File: src/rtl/ahb_rom_ctrl.sv
// AHB slave front-end for a synchronous single-port ROM macro.
// Handles wait states, pipelined reads and two-cycle ERROR responses.
module ahb_rom_ctrl #(
  parameter int DATA_WIDTH   = 32,
  parameter int DEPTH        = 512,
  parameter int RANGE_MSB    = 15,
  parameter int WAIT_STATES  = 0,
  parameter int ERR_ON_WRITE = 1,
  localparam int BOFF = $clog2(DATA_WIDTH/8),
  localparam int AW   = $clog2(DEPTH)
) (
  input  logic                  hclk,
  input  logic                  n_hreset,
  input  logic                  hsel,
  input  logic [31:0]           haddr,
  input  logic [1:0]            htrans,
  input  logic [2:0]            hsize,
  input  logic                  hwrite,
  input  logic                  hready_in,
  output logic [DATA_WIDTH-1:0] hrdata,
  output logic                  hready,
  output logic [1:0]            hresp,
  output logic                  rom_me,
  output logic [AW-1:0]         rom_adr,
  input  logic [DATA_WIDTH-1:0] rom_q
);

  localparam logic [2:0]  WS3     = 3'(WAIT_STATES);
  localparam logic [2:0]  SZ_MAX  = 3'(BOFF);
  localparam logic [31:0] DEPTH_W = 32'(DEPTH);
  localparam logic        WR_ERR  = 1'(ERR_ON_WRITE);

  typedef enum logic [1:0] {
    S_IDLE,
    S_RD,
    S_ERR1,
    S_ERR2
  } state_t;

  state_t                state;
  state_t                state_n;
  logic [2:0]            cnt;
  logic [2:0]            cnt_n;
  logic [DATA_WIDTH-1:0] rdata_q;
  logic [31:0]           word_idx;
  logic                  accept;
  logic                  err;
  logic                  rd_ok;
  logic                  last;
  logic                  slot;
  logic                  unused_bits;

  assign word_idx = 32'(haddr[RANGE_MSB:BOFF]);
  assign accept   = hsel & hready_in & htrans[1];
  assign err      = accept & ((hwrite & WR_ERR)
                  | (hsize > SZ_MAX)
                  | (word_idx >= DEPTH_W));
  assign rd_ok    = accept & ~hwrite & ~err;

  assign rom_me  = rd_ok & n_hreset;
  assign rom_adr = haddr[BOFF+AW-1:BOFF];

  // A new address phase may be decoded whenever this slave shows hready=1.
  assign last = (state == S_RD) & (cnt == 3'd0);
  assign slot = (state == S_IDLE) | last | (state == S_ERR2);

  assign unused_bits = ^{haddr, htrans[0]};

  always_ff @(posedge hclk or negedge n_hreset) begin
    if (!n_hreset) begin
      state   <= S_IDLE;
      cnt     <= 3'd0;
      rdata_q <= '0;
    end else begin
      state <= state_n;
      cnt   <= cnt_n;
      if (state == S_RD && cnt == WS3)
        rdata_q <= rom_q;
    end
  end

  always_comb begin
    state_n = state;
    cnt_n   = cnt;
    unique case (state)
      S_RD:    if (cnt != 3'd0) cnt_n = cnt - 3'd1;
      S_ERR1:  state_n = S_ERR2;
      default: ;
    endcase
    if (slot) begin
      cnt_n = rd_ok ? WS3 : 3'd0;
      unique case (1'b1)
        err:     state_n = S_ERR1;
        rd_ok:   state_n = S_RD;
        default: state_n = S_IDLE;
      endcase
    end
  end

  always_comb begin
    hready = 1'b1;
    hresp  = 2'b00;
    hrdata = '0;
    unique case (state)
      S_RD: begin
        hready = last;
        if (last)
          hrdata = (WAIT_STATES == 0) ? rom_q : rdata_q;
      end
      S_ERR1: begin
        hready = 1'b0;
        hresp  = 2'b01;
      end
      S_ERR2:  hresp = 2'b01;
      default: ;
    endcase
  end

endmodule

File: config.mk
export PLATFORM = sky130hd
export DESIGN_NAME = ahb_rom_ctrl
export DESIGN_NICKNAME = d
export VERILOG_FILES = /design/src/rtl/ahb_rom_ctrl.sv
export SDC_FILE = /design/constraint.sdc
export NUM_CORES = 1
export LEC_CHECK = 0
export BUFFER_PORTS_ARGS = -buffer_cell sky130_fd_sc_hd__buf_4
export CAP_MARGIN = 30
export CORE_MARGIN = 4
export CORE_UTILIZATION = 25
export DETAILED_ROUTE_END_ITERATION = 10
export PLACE_DENSITY = 0.86
export SLEW_MARGIN = 10
export SYNTH_ARGS = -nofsm -noshare
export SYNTH_HDL_FRONTEND = slang
export SYNTH_SLANG_ARGS = --single-unit
File: constraint.sdc
create_clock -name hclk -period 1.8 [get_ports hclk]
set_input_delay 0.18 -clock hclk [delete_from_list [all_inputs] [get_ports hclk]]
set_output_delay 0.18 -clock hclk [all_outputs]
set_load 0.02 [all_outputs]
==> flow_summary.json <==
{
  "synth_fp_nets": 155,
  "synth_top_cell_by_area": "sky130_fd_sc_hd__and2_1",
  "filler_cell_count": 179,
  "timing.reg2reg.setup_slack_ps": 410,
  "synth_area_um2": 613,
  "placement.cell_area_mm2": 0.00117,
  "cts.path.max_buffers": 2,
  "timing.hold.ws_ps": 302,
  "dr.pass1.iters": 2,
  "syn-mean-instance-area_um2": 7.76,
  "synth_commonest_cells": "33 x sky130_fd_sc_hd__and2_1, 10 x sky130_fd_sc_hd__buf_4, 5 x sky130_fd_sc_hd__dfrtp_1",
  "setup.worst_path.start_class": "flop",
  "synth.top_cells.by_area": "sky130_fd_sc_hd__and2_1 34%, sky130_fd_sc_hd__dfrtp_1 20%, sky130_fd_sc_hd__buf_4 12%",
  "cts_max_level": 1,
  "detailroute.via_count": 833,
  "most_frequently_used_cell_type_in_the_post_synthesis_netlist": "sky130_fd_sc_hd__and2_1",
  "cp_data_required_time_ps": 1620,
  "power.density_mw_per_mm2": 972,
  "grt_overflow_total": 0,
  "criticalPathCategory": "flop to output pin",
  "antenna_cells": 0,
  "multi_input_area_um2": 500,
  "setup_violating_endpoint_count_in_the_final_report": 14,
  "static_leakage_nw": 0.766,
  "dpl.cell_count": 174,
  "synth_enable_flop_cells": 0,
  "grt_setup_unrepaired": "true",
  "cts_sinks": 5,
  "num_rows": 17,
  "flip_flop_and_latch_count_after_synthesis": 5,
  "full_die_area_mm2": 0.00331,
  "routed_wire_length_per_instance_um": 14.4,
  "yosysUniqueCellTypes": 21,
  "utilization_pct": 65.4,
  "post-layout-total-power_mw": 1.45,
  "timing.critical_path.fanout_max": 8,
  "grt_max_degree": 9,
  "yosysWarningCount": 0,
  "drc_errors_left": 0,
  "worst_reg2reg_path_startpoint": "cnt[1]$_DFFE_PN0P_",
  "layout_min_cycle_time_ps": 1810,
  "vdd_drop_max_v": 0.000627,
  "synth_top_area_share_pct": 33.7,
  "clk_root_buffer_cell": "sky130_fd_sc_hd__clkbuf_4",
  "regArea_um2": 125,
  "nNetsFinal": 233,
  "grt_pass1_vias": 816,
  "timing.setup.tns_ps": -42.5,
  "route.antenna.remaining_nets": 0,
  "layout-drive-gt1-share_pct": 83.3,
  "place_worst_setup_slack_ps": 189,
  "synth-seq-area-share_pct": 20.4,
  "timing.critical_path.to_type": "output pin",
  "globalplace.congestion": 0.731,
  "synth_flop_cell": "sky130_fd_sc_hd__dfrtp_1",
  "synthArstFlopShare_pct": 100,
  "worstSkewPairLatency_ps": 240,
  "initial_core_util_pct": 26.9,
  "holdCritPathClass": "input pin to async pin",
  "placeable_area_mm2": 0.00228,
  "place.port_buffers": 80,
  "dpl.hpwl_mm": 1.90,
  "number_of_non_filler_instances_in_the_completed_layout": 184,
  "violations": "negative setup slack",
  "first_pass_grt_wire_length_mm": 3.78,
  "groute.usage.overall_pct": 15.0,
  "antenna_found_initial": 0,
  "drv.max_cap_violation_count": 0,
  "clock.fmax_mhz": 553,
  "cts_inserted_buffers": 3,
  "synthCells": 79,
  "worst_setup_hold_path_clk_slew_ps": 50,
  "pnr_worst_setup_slack_ps": -8.45,
  "route.detailed.vias_per_inst": 4.53,
  "cp_data_arrival_time_ps": 1630,
  "post-route-cell-area_mm2": 0.00149,
  "routed_wirelength_mm": 2.65,
  "top_level_i_o_count": 119,
  "fp.dieW_um": 57.5,
  "layout_worst_path_cycle_share_pct": 100,
  "die_h_um": 57.5,
  "worst_reg2reg_endpoint": "state[0]$_DFFE_PN0P_",
  "final_hold_violating_endpoints": 0,
  "flow.area_growth_from_synthesis_pct": 143,
  "initial_drc_count": 5,
  "worstRegToRegCells": 6,
  "status": "finished, violations left",
  "maxSlewViolCount": 0,
  "timing.clock.skew_ps": 4.47,
  "tritoncts": "done"
}
[power breakdown]
| group | switching (mW) | internal, mW |
|---|---|---|
| registers | 0.0499 | 0.132 |
| logic | 0.511 | 0.623 |
| clock network | 0.0476 | 0.0839 |
| total | 0.608 | 0.839 |
[routing by layer]
metal | vias to the layer above | global-route usage [%] | wire, µm
li1 | 393 | - | -
met2 | 62 | 27.7 | 1470
met5 | - | 0 | 0
met4 | 0 | 5.96 | 28
met1 | 372 | 14.4 | 813
met3 | 6 | 6.33 | 338
[repair_timing]
| action | 4_1_cts | 5_1_grt |
|---|---|---|
| setup buffers | 1 | 1 |
| cloned | 3 | 0 |
| pin swaps | 0 | 33 |
| endpoints found under the hold margin | 5 | 0 |
| gates resized for setup | 18 | 62 |
| endpoints found under the setup margin | 33 | 33 |
| hold buffers | 1 | 0 |
[logic make-up (layout without fill, tap and decap cells)]
logic type | Yosys count | count (layout) | synth area share, %
adders and majority gates | 2 | 2 | 4.08
other | 1 | 1 | 0.612
and+or+nand+nor | 47 | 47 | 46.7
AOI/OAI and AO/OA | 5 | 5 | 9.18
muxes | 1 | 1 | 1.84
buffers and inverters | 18 | 95 | 17.1
DFF | 5 | 5 | 20.4
[placed cells by master (no fill, tap or decap), types with 2 or more instances in the layout]
master / synthesis / layout
sky130_fd_sc_hd__buf_4: 10 / 51
sky130_fd_sc_hd__buf_6: 0 / 35
sky130_fd_sc_hd__and2_4: 0 / 30
sky130_fd_sc_hd__dfrtp_1: 5 / 5
sky130_fd_sc_hd__and2_1: 33 / 3
sky130_fd_sc_hd__clkbuf_4: 0 / 3
sky130_fd_sc_hd__inv_2: 0 / 2
sky130_fd_sc_hd__and3_1: 2 / 2
sky130_fd_sc_hd__inv_1: 4 / 2
sky130_fd_sc_hd__nand2_1: 3 / 2
sky130_fd_sc_hd__o31ai_1: 2 / 2
sky130_fd_sc_hd__ha_4: 0 / 2
[worst max-delay path, cell delays in order, from the launching register on]
cell,delay (ps)
sky130_fd_sc_hd__dfrtp_1,380
sky130_fd_sc_hd__inv_2,70
sky130_fd_sc_hd__ha_4,140
sky130_fd_sc_hd__ha_4,140
sky130_fd_sc_hd__nand2_4,50
sky130_fd_sc_hd__nor2_4,180
sky130_fd_sc_hd__buf_6,160
sky130_fd_sc_hd__and2_4,140
sky130_fd_sc_hd__buf_6,110
[area by class of cell]
class	count	share of cell area, %
clock buffers	4	1.76
well taps	28	2.35
flip-flops and latches	5	8.40
multi-input cells	56	33.6
repair buffers	87	52.9
inverters	4	1.01
[sequential cells by signal (all words and copies together), names as in the netlist]
name and cells:
cnt 3, state 2
[worst max-delay path by stage]
stage | cells after the start | to | slack (ps) | start
after CTS | 8 | hrdata[19] | -20 | cnt[1]$_DFFE_PN0P_
after floorplan | 7 | hrdata[0] | 250 | cnt[0]$_DFFE_PN0P_
final | 8 | hrdata[6] | -8 | cnt[1]$_DFFE_PN0P_
after global routing | 8 | hrdata[20] | -100 | cnt[1]$_DFFE_PN0P_
after detailed placement | 8 | hrdata[15] | 190 | cnt[0]$_DFFE_PN0P_
after global placement | 8 | hrdata[15] | 210 | cnt[0]$_DFFE_PN0P_
Power figures use the tool's default switching activity.
